**src/rtl/mem_arb_pkg.sv**
```systemverilog
// Shared types and constants for the instruction/data cache memory arbiter.
package mem_arb_pkg;

    localparam int unsigned DEFAULT_LINE_SIZE = 128;

    typedef enum logic [1:0] {
        StIdle,
        StGrantI,
        StGrantD
    } arb_state_e;

    typedef enum logic {
        ReqI,
        ReqD
    } req_id_e;

endpackage

```
**src/rtl/mem_arbiter.sv**
```systemverilog
// Arbitrates the single line-wide memory port between the icache and dcache.
// Optional performance counters are enabled with `define MEM_ARB_PERF_EN.
module mem_arbiter
    import mem_arb_pkg::*;
#(
    parameter int unsigned CACHE_LINE_SIZE = DEFAULT_LINE_SIZE,
    parameter int unsigned STARVE_LIMIT    = 8
) (
    input  logic                       clk,
    input  logic                       reset,

    input  logic                       in_icache_read_en,
    input  logic [31:0]                in_icache_addr,
    output logic                       out_icache_ready,
    output logic [CACHE_LINE_SIZE-1:0] out_icache_read_data,

    input  logic                       in_dcache_read_en,
    input  logic                       in_dcache_write_en,
    input  logic [31:0]                in_dcache_addr,
    input  logic [CACHE_LINE_SIZE-1:0] in_dcache_write_data,
    output logic                       out_dcache_ready,
    output logic [CACHE_LINE_SIZE-1:0] out_dcache_read_data,

    output logic                       out_mem_read_en,
    output logic                       out_mem_write_en,
    output logic [31:0]                out_mem_addr,
    output logic [CACHE_LINE_SIZE-1:0] out_mem_write_data,
    input  logic [CACHE_LINE_SIZE-1:0] in_mem_read_data,
    input  logic                       in_mem_ready
`ifdef MEM_ARB_PERF_EN
    ,
    output logic [31:0]                out_icache_grants,
    output logic [31:0]                out_dcache_grants,
    output logic [31:0]                out_icache_wait_cycles
`endif
);

    // Sized so the counter can hold STARVE_LIMIT itself (and is never zero-width).
    localparam int unsigned CntW = $clog2(STARVE_LIMIT + 2);
    localparam logic [CntW-1:0] StarveMax = CntW'(STARVE_LIMIT);

    arb_state_e                 state_q, state_d;
    logic [CntW-1:0]            starve_q, starve_d;
    logic                       mem_rd_q, mem_rd_d;
    logic                       mem_wr_q, mem_wr_d;
    logic [31:0]                mem_addr_q, mem_addr_d;
    logic [CACHE_LINE_SIZE-1:0] mem_wdata_q, mem_wdata_d;

    logic    ireq, dreq;
    logic    grant_valid;
    req_id_e winner;
    logic    idle_grant_i, idle_grant_d;

    assign ireq        = in_icache_read_en;
    assign dreq        = in_dcache_read_en | in_dcache_write_en;
    assign grant_valid = ireq | dreq;
    assign winner      = (ireq && (!dreq || starve_q == StarveMax)) ? ReqI : ReqD;

    assign idle_grant_i = (state_q == StIdle) && grant_valid && (winner == ReqI);
    assign idle_grant_d = (state_q == StIdle) && grant_valid && (winner == ReqD);

    always_comb begin
        state_d     = state_q;
        starve_d    = starve_q;
        mem_rd_d    = mem_rd_q;
        mem_wr_d    = mem_wr_q;
        mem_addr_d  = mem_addr_q;
        mem_wdata_d = mem_wdata_q;

        unique case (state_q)
            StIdle: begin
                if (idle_grant_i) begin
                    state_d     = StGrantI;
                    mem_rd_d    = 1'b1;
                    mem_wr_d    = 1'b0;
                    mem_addr_d  = in_icache_addr;
                    mem_wdata_d = '0;
                    starve_d    = '0;
                end else if (idle_grant_d) begin
                    state_d     = StGrantD;
                    // Write-back takes precedence when both enables are raised.
                    mem_wr_d    = in_dcache_write_en;
                    mem_rd_d    = in_dcache_read_en & ~in_dcache_write_en;
                    mem_addr_d  = in_dcache_addr;
                    mem_wdata_d = in_dcache_write_en ? in_dcache_write_data : '0;
                    if (ireq && starve_q != StarveMax) begin
                        starve_d = starve_q + 1'b1;
                    end
                end
                if (!ireq) begin
                    starve_d = '0;
                end
            end
            StGrantI, StGrantD: begin
                if (in_mem_ready) begin
                    state_d     = StIdle;
                    mem_rd_d    = 1'b0;
                    mem_wr_d    = 1'b0;
                    mem_addr_d  = '0;
                    mem_wdata_d = '0;
                end
            end
            default: begin
                state_d = StIdle;
            end
        endcase
    end

    always_ff @(posedge clk or negedge reset) begin
        if (!reset) begin
            state_q     <= StIdle;
            starve_q    <= '0;
            mem_rd_q    <= 1'b0;
            mem_wr_q    <= 1'b0;
            mem_addr_q  <= '0;
            mem_wdata_q <= '0;
        end else begin
            state_q     <= state_d;
            starve_q    <= starve_d;
            mem_rd_q    <= mem_rd_d;
            mem_wr_q    <= mem_wr_d;
            mem_addr_q  <= mem_addr_d;
            mem_wdata_q <= mem_wdata_d;
        end
    end

    assign out_mem_read_en    = mem_rd_q;
    assign out_mem_write_en   = mem_wr_q;
    assign out_mem_addr       = mem_addr_q;
    assign out_mem_write_data = mem_wdata_q;

    // Completion is steered only to the current owner; data is zeroed otherwise.
    assign out_icache_ready     = (state_q == StGrantI) && in_mem_ready;
    assign out_dcache_ready     = (state_q == StGrantD) && in_mem_ready;
    assign out_icache_read_data = out_icache_ready ? in_mem_read_data : '0;
    assign out_dcache_read_data = out_dcache_ready ? in_mem_read_data : '0;

`ifdef MEM_ARB_PERF_EN
    logic [31:0] icache_grants_q, dcache_grants_q, icache_wait_q;
    logic        icache_wait;

    // A cycle counts as a stall unless the icache is being granted or already owns memory.
    assign icache_wait = ireq && !idle_grant_i && (state_q != StGrantI);

    always_ff @(posedge clk or negedge reset) begin
        if (!reset) begin
            icache_grants_q <= '0;
            dcache_grants_q <= '0;
            icache_wait_q   <= '0;
        end else begin
            if (idle_grant_i) icache_grants_q <= icache_grants_q + 32'd1;
            if (idle_grant_d) dcache_grants_q <= dcache_grants_q + 32'd1;
            if (icache_wait)  icache_wait_q   <= icache_wait_q + 32'd1;
        end
    end

    assign out_icache_grants      = icache_grants_q;
    assign out_dcache_grants      = dcache_grants_q;
    assign out_icache_wait_cycles = icache_wait_q;
`endif

endmodule

```
**config.mk**
```make
export PLATFORM = sky130hd
export DESIGN_NAME = mem_arbiter
export DESIGN_NICKNAME = d
export VERILOG_FILES = /design/src/rtl/mem_arb_pkg.sv /design/src/rtl/mem_arbiter.sv
export SDC_FILE = /design/constraint.sdc
export NUM_CORES = 1
export LEC_CHECK = 0
export ABC_AREA = 1
export CAP_MARGIN = 20
export CORE_AREA = 2 2 286 288
export DETAILED_ROUTE_END_ITERATION = 8
export DIE_AREA = 0 0 288 290
export DONT_BUFFER_PORTS = 1
export PLACE_DENSITY = 0.34
export SLEW_MARGIN = 20
export SYNTH_ARGS = -nofsm -noshare
export SYNTH_HDL_FRONTEND = slang
export SYNTH_SLANG_ARGS = --single-unit
```
**constraint.sdc**
```tcl
create_clock -name clk -period 2.27 [get_ports clk]
set_input_delay 0.227 -clock clk [delete_from_list [all_inputs] [get_ports clk]]
set_output_delay 0.227 -clock clk [all_outputs]
set_load 0.01 [all_outputs]
```
==> impl_metrics.csv <==
group,metric,value,unit
global_route,grt_pass1_vias,10618,
cts,clk_pin_slew,0.07,ns
floorplan,initial_utilization,12.8,%
worst_setup_path,r2r_slack,0.29,ns
floorplan,ios,746,
cells_and_area,syn2layout_area_growth,41.9,%
synthesis,ys_ff_latch,168,
cells_and_area,nFillCells,9207,
pwr,power,13.4,mW
synthesis,yosysMostFrequentCell,"nand2_1",
cts,ctsHoldBuffers,212,
cells_and_area,drive_gt1_share,9.11,%
cts,cts.sinks,168,
global_route,track_usage,13.9,%
cells_and_area,final_core_util,18.1,%
cts,clock_latency,0.47,ns
pwr,clkPwrFrac,21.1,%
cts,cts_buffers,17,
sta,finalClockSkew,0.0138,ns
placed_design,post-dp-hpwl,48.8,mm
cells_and_area,layout.nets,2086,
worst_setup_path,critical_path_required,2.04,ns
pwr,p_int,7.11,mW
cts,cts_tree,"built",
pwr,p_seq_share,40.8,%
floorplan,dieArea,83500,µm²
synthesis,synth.top_cell.area_share,41.0,%
routing,drt_pass1_iterations,5,
worst_setup_path,critPathSlowestCell,"dfrtp_1",
routing,routed_wl,60.8,mm
sta,final-max-slew-violation-count,0,
floorplan,coreArea,80200,µm²
routing,viasPerCell,3.80,
worst_setup_path,reg2reg_from,"state_q[0]$_DFFE_PN0P_",
sta,relSlewSlack,61.6,%
global_route,gr-total-overflow,0,
synthesis,synth_top_area_cell,"dfrtp_1",
synthesis,synth_ff_type,"dfrtp_1",
worst_setup_path,path_buf_inv,2,
routing,wl_per_cell,21.5,µm
global_route,grt_pass1_wl,82.8,mm
floorplan,die_x,288,µm
worst_setup_path,path_cells,"inv_1 -> ha_1 -> nand2_4 -> buf_12 -> nor2_1",
cts,clk_path_buf_depth,2,
sta,finalCritPeriodShare,99.5,%
global_route,grt_start_max_net_pins,169,
worst_setup_path,cpPeakStageDelay,0.44,ns
synthesis,synthTopCellsByCount,"nand2_1, inv_1, nor2_1, dfrtp_1, nand3_1",
placed_design,port_buffers,0,
cells_and_area,multiInputGateArea,4410,µm²
sta,worst_slew_pin_slew,0.574,ns
sta,max_freq,0.443,GHz
floorplan,rows,104,
worst_setup_path,r2r_end,"out_mem_read_en$_DFFE_PN0P_",
worst_setup_path,path_class,"flip-flop to output pin",
pwr,p_leak,7.62,nW
synthesis,ys_seq_area_share,41.0,%
pwr,power_density,919,nW/µm²
status,status,"finished, violations left",
cells_and_area,register_area,4200,µm²
run,cap_violations,0,
synthesis,ys_top_cells_by_area,"dfrtp_1, nand2_1, inv_1",
synthesis,synth_edf_count,0,
worst_setup_path,end_kind,"output pin",
routing,ant_nets,0,
pwr,combPwrFrac,38.1,%
routing,drt_iter0_markers,583,
floorplan,die_h,290,µm
synthesis,async_reset_ff_share,100,%
synthesis,synthCells,1557,
routing,vias,10744,
sta,fin_crit,2.26,ns
worst_setup_path,reg2reg_depth,9,
worst_hold_path,hold_class,"primary input to async pin",
routing,drc_errors,0,
synthesis,synthesis.nets,1889,
pwr,ir_worst_vdd,0.514,mV
global_route,antenna_found_initial,4,
status,violations,"hold timing",
sta,rsz0062_at_grt,"true",
worst_setup_path,crit_arrival,2.03,ns
cts,htree_levels,4,
worst_setup_path,crit_fanout,87,
sta,final-hold-violation-count,168,
worst_setup_path,crit_family,"simple AND/OR/NAND/NOR gates",
pwr,p_switching,6.26,mW
pwr,swShare,46.8,%
synthesis,synthDistinctLibCells,26,
synthesis,yosysWarningCount,0,
placed_design,gp_congestion,0.985,
synthesis,syn_area,10200,µm²
worst_setup_path,cp-start-kind,"flip-flop",
sta,fin_hold_ws,-0.547,ns
cts,cts_root_buf,"clkbuf_16",
sta,setup_viol,0,
synthesis,syn_avg_cell_area,6.58,µm²
area by class of cell:
class                           instances  area share, %
Antenna cell                            2         0.0344
Clock buffer                           21           3.03
Clock inverter                         11          0.628
Inverter                              303           7.84
Multi-Input combinational cell        972           30.3
Sequential cell                       168           28.9
Tap cell                             1060           9.12
Timing Repair Buffer                  292           20.1
worst max path at each step:
stage                                      start                                  end  slack, ns  cells past startpoint
after detailed placement  state_q[0]$_DFFE_PN0P_  out_mem_write_data[123]$_DFFE_PN0P_       0.33                      9
after floorplan           state_q[0]$_DFFE_PN0P_         out_mem_addr[10]$_DFFE_PN0P_       0.59                      9
after global placement    state_q[0]$_DFFE_PN0P_   out_mem_write_data[27]$_DFFE_PN0P_       0.35                      7
final                     state_q[0]$_DFFE_PN0P_             out_dcache_read_data[17]       0.01                      5
after CTS                 state_q[0]$_DFFE_PN0P_              out_dcache_read_data[6]      0.003                      5
after global routing      state_q[0]$_DFFE_PN0P_             out_dcache_read_data[22]      -0.02                      5
flip-flops by register name, summed over array words and instances, names as in the netlist:
register	flops
out_mem_addr	32
out_mem_read_en	1
out_mem_write_data	128
out_mem_write_en	1
starve_q	4
state_q	2
routing by layer:
layer	vias up	track usage, %	wire length, µm
li1	5040	-	-
met1	5224	17.7	26600
met2	433	22.7	28500
met3	43	4.79	5020
met4	4	2.92	638
met5	-	0	33
through the flow:
stage	worst slack (ns)	TNS, ns	std cells	area (µm²)
6_report	0.0119	0	2829	14500
5_1_grt	-0.0190	-0.0781	2829	14500
4_1_cts	0.00287	0	2827	14500
3_5_place_dp	0.331	0	2580	11700
3_3_place_gp	0.351	0	2580	11700
2_1_floorplan	0.594	0	1557	10200
cell usage in the layout, fill, tap and decap left out, drive strengths merged:
| master | instances |
|---|---|
| a21boi | 1 |
| buf | 79 |
| bufbuf | 1 |
| clkbuf | 21 |
| clkinv | 4 |
| clkinvlp | 3 |
| dfrtp | 168 |
| diode | 2 |
| dlygate4sd3 | 212 |
| ha | 6 |
| inv | 307 |
| nand2 | 373 |
| nand3 | 163 |
| nand3b | 32 |
| nor2 | 260 |
| o21ai | 134 |
| o22ai | 1 |
| xnor2 | 1 |
| xor2 | 1 |
repair_timing:
item | 4_1_cts | 5_1_grt
setup buffers | 1 | 0
resized for setup | 12 | 13
hold endpoints to repair | 320 | 168
endpoints found under the setup margin | 44 | 21
cloned | 2 | 0
pin swaps | 1 | 0
power by group through the flow:
| stage | combinational, mW | clock [mW] | sequential (mW) |
|---|---|---|---|
| after CTS | 5.16 | 2.95 | 5.49 |
| after floorplan | 3.41 | 0 | 5.06 |
| after global placement | 4.77 | 0 | 5.57 |
| after global routing | 5.67 | 3.05 | 5.59 |
| final | 5.09 | 2.82 | 5.46 |
| after detailed placement | 4.80 | 0 | 5.53 |
cells by family after synthesis:
group	share of synthesized area [%]
compound gates	7.05
xor+xnor	0.171
fa+ha+maj	0.733
buf+inv	16.9
flops	41.0
simple gates	34.1
Note: power is estimated with default switching activity, not from simulation.
